`src/rtl/cpu_pkg.sv`:
```
// Shared front-end constants and the decode-facing fetch entry layout.
// Default widths and the reset fetch address live here for reuse across the core.
package cpu_pkg;

  localparam int unsigned CPU_ADDR_W = 16;
  localparam int unsigned CPU_DATA_W = 16;
  localparam logic [CPU_ADDR_W-1:0] CPU_RESET_PC = '0;

  typedef struct packed {
    logic [CPU_ADDR_W-1:0] pc;
    logic [CPU_DATA_W-1:0] instr;
  } fetch_entry_t;

endpackage : cpu_pkg

```
`src/rtl/fetch_buffer.sv`:
```
// Two-entry FIFO holding fetched {pc, instr} pairs between the ROM and decode.
// slot0 is always the head; a flush empties it without clearing stale contents.
module fetch_buffer
  import cpu_pkg::*;
#(
  parameter type entry_t = fetch_entry_t
) (
  input  logic       clk,
  input  logic       rst_n,
  input  logic       push,
  input  entry_t     push_data,
  input  logic       pop,
  input  logic       flush,
  output logic [1:0] count,
  output entry_t     head
);

  entry_t     slot0_q, slot0_d;
  entry_t     slot1_q, slot1_d;
  logic [1:0] count_q, count_d;

  // NOTE: every always_comb output gets a default first, otherwise the
  // unassigned branches infer latches.
  always_comb begin
    slot0_d = slot0_q;
    slot1_d = slot1_q;
    count_d = count_q;
    if (flush) begin
      count_d = 2'd0;
    end else begin
      unique case ({push, pop})
        2'b10: begin
          if (count_q == 2'd0) slot0_d = push_data;
          else                 slot1_d = push_data;
          count_d = count_q + 2'd1;
        end
        2'b01: begin
          slot0_d = slot1_q;
          count_d = count_q - 2'd1;
        end
        2'b11: begin
          // Pop and push together: occupancy is unchanged, order is preserved.
          if (count_q == 2'd2) begin
            slot0_d = slot1_q;
            slot1_d = push_data;
          end else begin
            slot0_d = push_data;
          end
        end
        default: ;
      endcase
    end
  end

  // NOTE: the two data slots are reset too, because out_pc/out_instruct must
  // read zero after reset; a deeper buffer would normally leave data unreset.
  always_ff @(posedge clk or negedge rst_n) begin
    if (!rst_n) begin
      slot0_q <= '0;
      slot1_q <= '0;
      count_q <= 2'd0;
    end else begin
      // NOTE: sequential state uses non-blocking assignments so every flop
      // samples the pre-edge values regardless of statement order.
      slot0_q <= slot0_d;
      slot1_q <= slot1_d;
      count_q <= count_d;
    end
  end

  assign count = count_q;
  assign head  = slot0_q;

endmodule : fetch_buffer

```
`src/rtl/instruction_fetch.sv`:
```
// Fetch unit: owns the PC, issues one synchronous ROM read per cycle, tracks the
// read in flight and hands {pc, instr} to decode over a valid/ready handshake.
module instruction_fetch
  import cpu_pkg::*;
#(
  parameter int unsigned            ADDR_WIDTH = CPU_ADDR_W,
  parameter int unsigned            DATA_WIDTH = CPU_DATA_W,
  parameter logic [ADDR_WIDTH-1:0]  RESET_PC   = ADDR_WIDTH'(CPU_RESET_PC)
) (
  input  logic                  clk,
  input  logic                  rst_n,
  input  logic                  fetch_en,
  output logic                  mem_read_en,
  output logic [ADDR_WIDTH-1:0] mem_addr,
  input  logic [DATA_WIDTH-1:0] mem_instruct,
  input  logic                  redirect_valid,
  input  logic [ADDR_WIDTH-1:0] redirect_pc,
  output logic                  out_valid,
  input  logic                  out_ready,
  output logic [ADDR_WIDTH-1:0] out_pc,
  output logic [DATA_WIDTH-1:0] out_instruct
);

  typedef struct packed {
    logic [ADDR_WIDTH-1:0] pc;
    logic [DATA_WIDTH-1:0] instr;
  } entry_t;

  logic [ADDR_WIDTH-1:0] pc_q, pc_d;
  logic                  inflight_q, inflight_d;
  logic [ADDR_WIDTH-1:0] inflight_pc_q, inflight_pc_d;

  logic       issue;
  logic       push;
  logic       pop;
  logic [2:0] occupancy;
  logic [1:0] buf_count;
  entry_t     push_entry;
  entry_t     head;

  always_comb begin
    pop       = out_valid & out_ready & ~redirect_valid;
    // Entries held plus the read returning next cycle, after this cycle's pop.
    occupancy = {1'b0, buf_count} + {2'b00, inflight_q} - {2'b00, pop};
    // Reset gating keeps the ROM idle while rst_n is low.
    issue     = rst_n & fetch_en & (redirect_valid | (occupancy < 3'd2));
    mem_addr  = redirect_valid ? redirect_pc : pc_q;

    pc_d          = redirect_valid ? redirect_pc : pc_q;
    inflight_d    = issue;
    inflight_pc_d = inflight_pc_q;
    if (issue) begin
      pc_d          = mem_addr + ADDR_WIDTH'(1);
      inflight_pc_d = mem_addr;
    end

    // A redirect discards the data returning for the old stream.
    push             = inflight_q & ~redirect_valid;
    push_entry.pc    = inflight_pc_q;
    push_entry.instr = mem_instruct;
  end

  always_ff @(posedge clk or negedge rst_n) begin
    if (!rst_n) begin
      pc_q          <= RESET_PC;
      inflight_q    <= 1'b0;
      inflight_pc_q <= '0;
    end else begin
      pc_q          <= pc_d;
      inflight_q    <= inflight_d;
      inflight_pc_q <= inflight_pc_d;
    end
  end

  fetch_buffer #(
    .entry_t (entry_t)
  ) u_fetch_buffer (
    .clk       (clk),
    .rst_n     (rst_n),
    .push      (push),
    .push_data (push_entry),
    .pop       (pop),
    .flush     (redirect_valid),
    .count     (buf_count),
    .head      (head)
  );

  assign mem_read_en  = issue;
  assign out_valid    = (buf_count != 2'd0);
  assign out_pc       = head.pc;
  assign out_instruct = head.instr;

endmodule : instruction_fetch
```
`config.mk`:
```
export PLATFORM = sky130hd
export DESIGN_NAME = instruction_fetch
export DESIGN_NICKNAME = d
export VERILOG_FILES = /design/src/rtl/cpu_pkg.sv /design/src/rtl/fetch_buffer.sv /design/src/rtl/instruction_fetch.sv
export SDC_FILE = /design/constraint.sdc
export NUM_CORES = 1
export LEC_CHECK = 0
export CAP_MARGIN = 0
export CORE_MARGIN = 3
export CORE_UTILIZATION = 30
export DETAILED_ROUTE_END_ITERATION = 16
export DONT_BUFFER_PORTS = 1
export MAX_ROUTING_LAYER = met4
export SLEW_MARGIN = 10
export SYNTH_ARGS = -nofsm -noshare
export SYNTH_HDL_FRONTEND = slang
export SYNTH_HIERARCHICAL = 1
export SYNTH_SLANG_ARGS = --single-unit
```
`constraint.sdc`:
```
create_clock -name clk -period 3.1 [get_ports clk]
set_input_delay 0.62 -clock clk [delete_from_list [all_inputs] [get_ports clk]]
set_output_delay 0.62 -clock clk [all_outputs]
set_load 0.005 [all_outputs]
```
== Word level (Yosys, flattened, before mapping) ==
Cells that the tools add are included.
Cells by class
  equality and inequality tests: 7
  muxes and demuxes: 10
  bitwise gates (word level): 7
  add/sub/neg operators: 5
  order comparisons: 1
  reduce and logical (&&, ||, !) cells: 7
Operators by type and width (number)
  two-way mux 32 bit: 4
  one-hot mux 32 bit (3 select lines): 1
  one-hot mux 32 bit (2 select lines): 1
  two-way mux 16 bit: 2
  adder 16 x 1 -> 16 bit, second input constant: 1
  equality test 2 bit, second input constant: 3
  nonzero test 3 bit: 2
  AND 1 bit: 5
  inequality test 2 x 1 -> 1 bit, second input constant: 2
  one-hot mux 2 bit (2 select lines): 1
  AND reduction 4 bit: 1
  nonzero test 2 bit: 2
  adder 2 x 1 -> 3 bit: 1
  < comparator 3 x 2 -> 1 bit, second input constant: 1
  AND reduction 3 bit: 1
  subtractor 3 x 1 -> 3 bit: 1
  adder 2 x 1 -> 2 bit, second input constant: 1
  equality test 2 x 1 -> 1 bit, second input constant: 1
  logical NOT 2 bit: 1
  two-way mux 2 bit: 1
  inequality test 2 bit, second input constant: 1
  subtractor 2 x 1 -> 2 bit, second input constant: 1
  NOT 1 bit: 1
  bitwise OR 1 bit: 1
Storage, ports and cells
  bits in registers: 99
  word-level logic and storage cells: 45
  bits of input ports: 37

== Logic depth before layout (Yosys ltp) ==
  word-level depth: 8
  depth in mapped cells: 12
  depth with buffers taken out: 10

== Hierarchy ==
The synthesis kept the hierarchy.
Modules (own cells, without submodules)
  fetch_buffer: area an instance 2930.3 um^2, instances 1, sequential area each 1651.6 um^2, cells each 223
  instruction_fetch: area an instance 1876.8 um^2, instances 1, sequential area each 825.8 um^2, cells each 151

== Worst setup path before layout ==
OpenSTA, ideal clock, no wires.
  path kind: input-to-output
  start: in redirect_valid
  end: out mem_read_en
  stages on the path: 9
  data required time: 2.480 ns
  path buffers: 4
  path slack: -0.126 ns
  arrival time: 2.606 ns
  path through: buf_6 > buf_4 > and3b_1 > ha_1 > nor2b_1 > fa_1 > o31ai_4 > buf_6 > buf_6
On the way
  cells in the longest elaborated chain, start to end: 6
Ends and longest elaborated chain
  start, declared: line instruction_fetch.sv:16  | input logic redirect_valid,
  NOT 1 bit (no line)
  AND 1 bit: line instruction_fetch.sv:42  | pop = out_valid & out_ready & ~redirect_valid;
  named net pop: line instruction_fetch.sv:35  | logic pop;
  subtractor 3 x 1 -> 3 bit: line instruction_fetch.sv:44  | occupancy = {1'b0, buf_count} + {2'b00, inflight_q} - {2'b00, pop};
  < comparator 3 x 2 -> 1 bit: line instruction_fetch.sv:46  | issue = rst_n & fetch_en & (redirect_valid | (occupancy < 3'd2));
  bitwise OR 1 bit: line instruction_fetch.sv:46
  AND 1 bit: line instruction_fetch.sv:46
  end, declared: line instruction_fetch.sv:13  | output logic mem_read_en,
The timed path passes the listed nets, and every way through them passes these cells.

== Worst setup path after layout ==
  start: reg u_fetch_buffer.count_q[0], in the netlist u_fetch_buffer/count[0]
  end: out mem_read_en
On the way
  cells in the longest elaborated chain, start to end: 7
  elaborated cells between the ends (all ways): 8
  those cells by class: 2 x add/sub; 1 x order compare; 4 x bitwise; 1 x reduce/logical
Ends and longest elaborated chain
  start, declared: line fetch_buffer.sv:20  | logic [1:0] count_q, count_d;
  start signal, assigned: line fetch_buffer.sv:67  | count_q <= count_d;
  nonzero test 2 bit: line instruction_fetch.sv:89  | assign out_valid = (buf_count != 2'd0);
  named net out_valid: line instruction_fetch.sv:18  | output logic out_valid,
  AND 1 bit (2 in series): line instruction_fetch.sv:42
  named net pop: line instruction_fetch.sv:35
  subtractor 3 x 1 -> 3 bit: line instruction_fetch.sv:44
  < comparator 3 x 2 -> 1 bit: line instruction_fetch.sv:46
  bitwise OR 1 bit: line instruction_fetch.sv:46
  AND 1 bit: line instruction_fetch.sv:46
The timed path passes the listed nets, and every way through them passes these cells.

==> metrics.md <==
| Metric | Value |
|---|---|
| Ant diodes | `0` |
| Vias in the first global route | `2907` |
| Post-synthesis mux area share | `23.4%` |
| Critical Path AT | `2.40 ns` |
| Layout cell share with drive strength beyond 1 | `28.2%` |
| Ports | `87` |
| All-layer global routing usage | `12.1%` |
| Status | `complete, no violations` |
| Initial core utilization | `31.2%` |
| Clk_skew | `0.0105 ns` |
| Final Setup Violations | `0` |
| DRC | `0` |
| Die area | `17600 µm²` |
| #FFs+latches synth | `99` |
| Slew margin rel. | `65.4%` |
| Post-DR vias/cell | `4.66` |
| Final worst-path setup slack | `0.0839 ns` |
| Worst skew pair latency | `0.34 ns` |
| Post-layout nets | `421` |
| Initial antenna violation count | `0` |
| Compound-Gate Fraction of Synth Area | `6.72%` |
| Pwr per Cell Area | `813 nW/µm²` |
| Final Hold Vio Count | `0` |
| Post-Place Cell Area | `5010 µm²` |
| Setup tns final | `0 ns` |
| Worst-path clk slew | `0.07 ns` |
| Total CTS buffers | `9` |
| # rows | `45` |
| CP Launch Type | `flop` |
| Final WL | `9980 µm` |
| Area contributors post-synth | `dfrtp_1 52%, mux2_4 9.4%, mux2i_1 7.5%` |
| Post-route ant nets | `0` |
| HPWL Detailed | `6960 µm` |
| Cell area after synthesis | `4810 µm²` |
| PortBufs | `0` |
| First-pass DRT Iterations | `4` |
| Post-synthesis xor/xnor area fraction | `3.46%` |
| Period Utilization, post-route | `97.3%` |
| CTS tree | `built` |
| Core area | `15400 µm²` |
| Post-synthesis adder-cell area fraction | `0.937%` |
| Peak supply drop | `0.000315 V` |
| WP data required | `2.48 ns` |
| Achievable frequency | `332 MHz` |
| Die X | `133 µm` |
| Unrepaired setup endpoints after global routing | `no` |
| Global route overflow | `0` |
| Kind of critical path | `flop to primary output` |
| Largest family of logic cells by synthesized area | `multiplexers` |
| Clock sinks | `99` |
| Largest net degree at the start of global routing | `100` |
| CP endpoint kind | `primary output` |
| Global-route wire length before repair | `16300 µm` |
| H-tree levels | `3` |
| Mapped Nets | `414` |
| Place WS | `0.145 ns` |
| Register area share after synthesis | `51.5%` |
| Synth area leader | `dfrtp_1` |
| Routability cong. | `0.808` |
| Synth warn | `6` |
| Max-slew violations | `0` |
| Min cycle time layout | `3.02 ns` |
| Syn Inst Count | `374` |
| Total power | `4440 µW` |
| Average cell area after synthesis | `12.9 µm²` |
| Via Count | `2785` |
| Clock buffer depth | `2` |
| Leak | `0.00242 µW` |
| DR iter-0 viols | `117` |
| Slew @ Worst Pin | `0.518 ns` |
| Max cap viols | `0` |
| CP max FO | `6` |
| Syn-to-layout area delta | `13.7%` |
| Clk root buf | `clkbuf_16` |
| Synth unique cells | `44` |
| Simple-gate share of the synthesized area | `9.63%` |
| Drt wl/cell | `16.7 µm` |
| Final instance area | `5470 µm²` |
| Post-synth top area share | `51.5%` |
| Worst Hold Class | `input port to asynchronous set/reset pin` |
| Die Span Y | `133 µm` |
## cells in the mapped netlist (all sizes together)
cell type,number
dfrtp,99
mux2,58
nand2,40
mux2i,36
o21ai,35
xnor2,17
buf,15
nand3,9
nand4,9
inv,8
clkbuf,6
nor2,6
a21oi,5
nand3b,4
nand4b,3
nor2b,3
a22oi,2
ha,2
nor3b,2
xor2,2
a211oi,1
a21boi,1
a2bb2oi,1
and2b,1
and3b,1
and4,1
and4b,1
fa,1
o211a,1
o21a,1
o21bai,1
o31ai,1
or3,1
## final cells by class
| class | instances | area [µm²] |
|---|---|---|
| multi-input cells | 246 | 2180 |
| clock buffers | 11 | 253 |
| clock inverters | 5 | 61.3 |
| inverters | 8 | 30.0 |
| well taps | 211 | 264 |
| flip-flops and latches | 99 | 2480 |
| repair buffers | 17 | 198 |
| fillers | 1546 | 9960 |
## per-stage QoR
step | utilization [%] | hold slack (ns) | instances
final | 35.4 | 0.198 | 597
after global routing | 35.4 | 0.217 | 597
after CTS | 35.3 | 0.216 | 596
after detailed placement | 32.5 | 0.327 | 572
after global placement | 32.5 | 0.327 | 572
after floorplan | - | 0.324 | 374
## metal layers
layer	part of all wire (%)	track usage (%)
met1	46	15.6
met2	45	17.3
met3	8.3	5.29
met4	1.2	3.46
met5	0	-
## registers in the layout, summed over array words and instances (netlist names)
signal,flops
inflight_q,1
u_fetch_buffer/slot1_q,32
pc_q,16
inflight_pc_q,16
u_fetch_buffer/head,32
u_fetch_buffer/count,2
## worst paths after layout
check	from	endpoint	slack, ns	cells past startpoint
max	u_fetch_buffer/count[0]	mem_read_en	0.08	9
min	rst_n	u_fetch_buffer/slot1_q[10]	0.20	1
max reg2reg	u_fetch_buffer/count[0]	inflight_pc_q[6]	0.33	11
min reg2reg	u_fetch_buffer/head[0]	u_fetch_buffer/head[0]	0.51	2
max in group asynchronous	rst_n	u_fetch_buffer/head[25]	2.50	1
min in group clk	redirect_valid	u_fetch_buffer/count[1]	0.34	1
## layout by cell type, fill, tap and decap left out, types with 3 or more instances in the layout
master,n
nand3_1,8
mux2_4,30
nand4_1,9
mux2_1,3
nand2_1,39
xnor2_1,16
inv_1,6
mux2_2,25
dfrtp_1,99
nor2_1,6
clkinv_4,3
clkbuf_16,9
buf_4,13
a21oi_1,5
o21ai_0,33
mux2i_1,36
nand3b_4,3
## where the power goes
group          switching (µW)  internal [µW]
clock                     481            672
combinational             441            623
sequential                405           1820
## kinds of logic after synthesis
kind of cell	after synthesis
flip-flops	99
multiplexers	94
AND/OR/NAND/NOR	81
AO/OA/AOI/OAI	49
buffers and inverters	29
XOR/XNOR	19
adder cells (fa/ha/maj)	3
## worst max-delay path, stage by stage (launching register included)
cell and delay (ns):
dfrtp_1 0.40, inv_2 0.07, nand2_2 0.06, and3b_2 0.22, ha_4 0.28, nor2b_4 0.04, fa_2 0.39, xnor2_4 0.17
o31ai_4 0.24, buf_12 0.16
## repair_timing
item | CTS | global route
endpoints found under the setup margin | 1 | 1
endpoints found under the hold margin | 99 | 0
buffers inserted | 6 | 1
pin swaps | 4 | 2
gates cloned | 1 | 0
resized for setup | 6 | 1
hold buffers | 1 | 0
No activity file was read; power rests on OpenSTA's default activity.
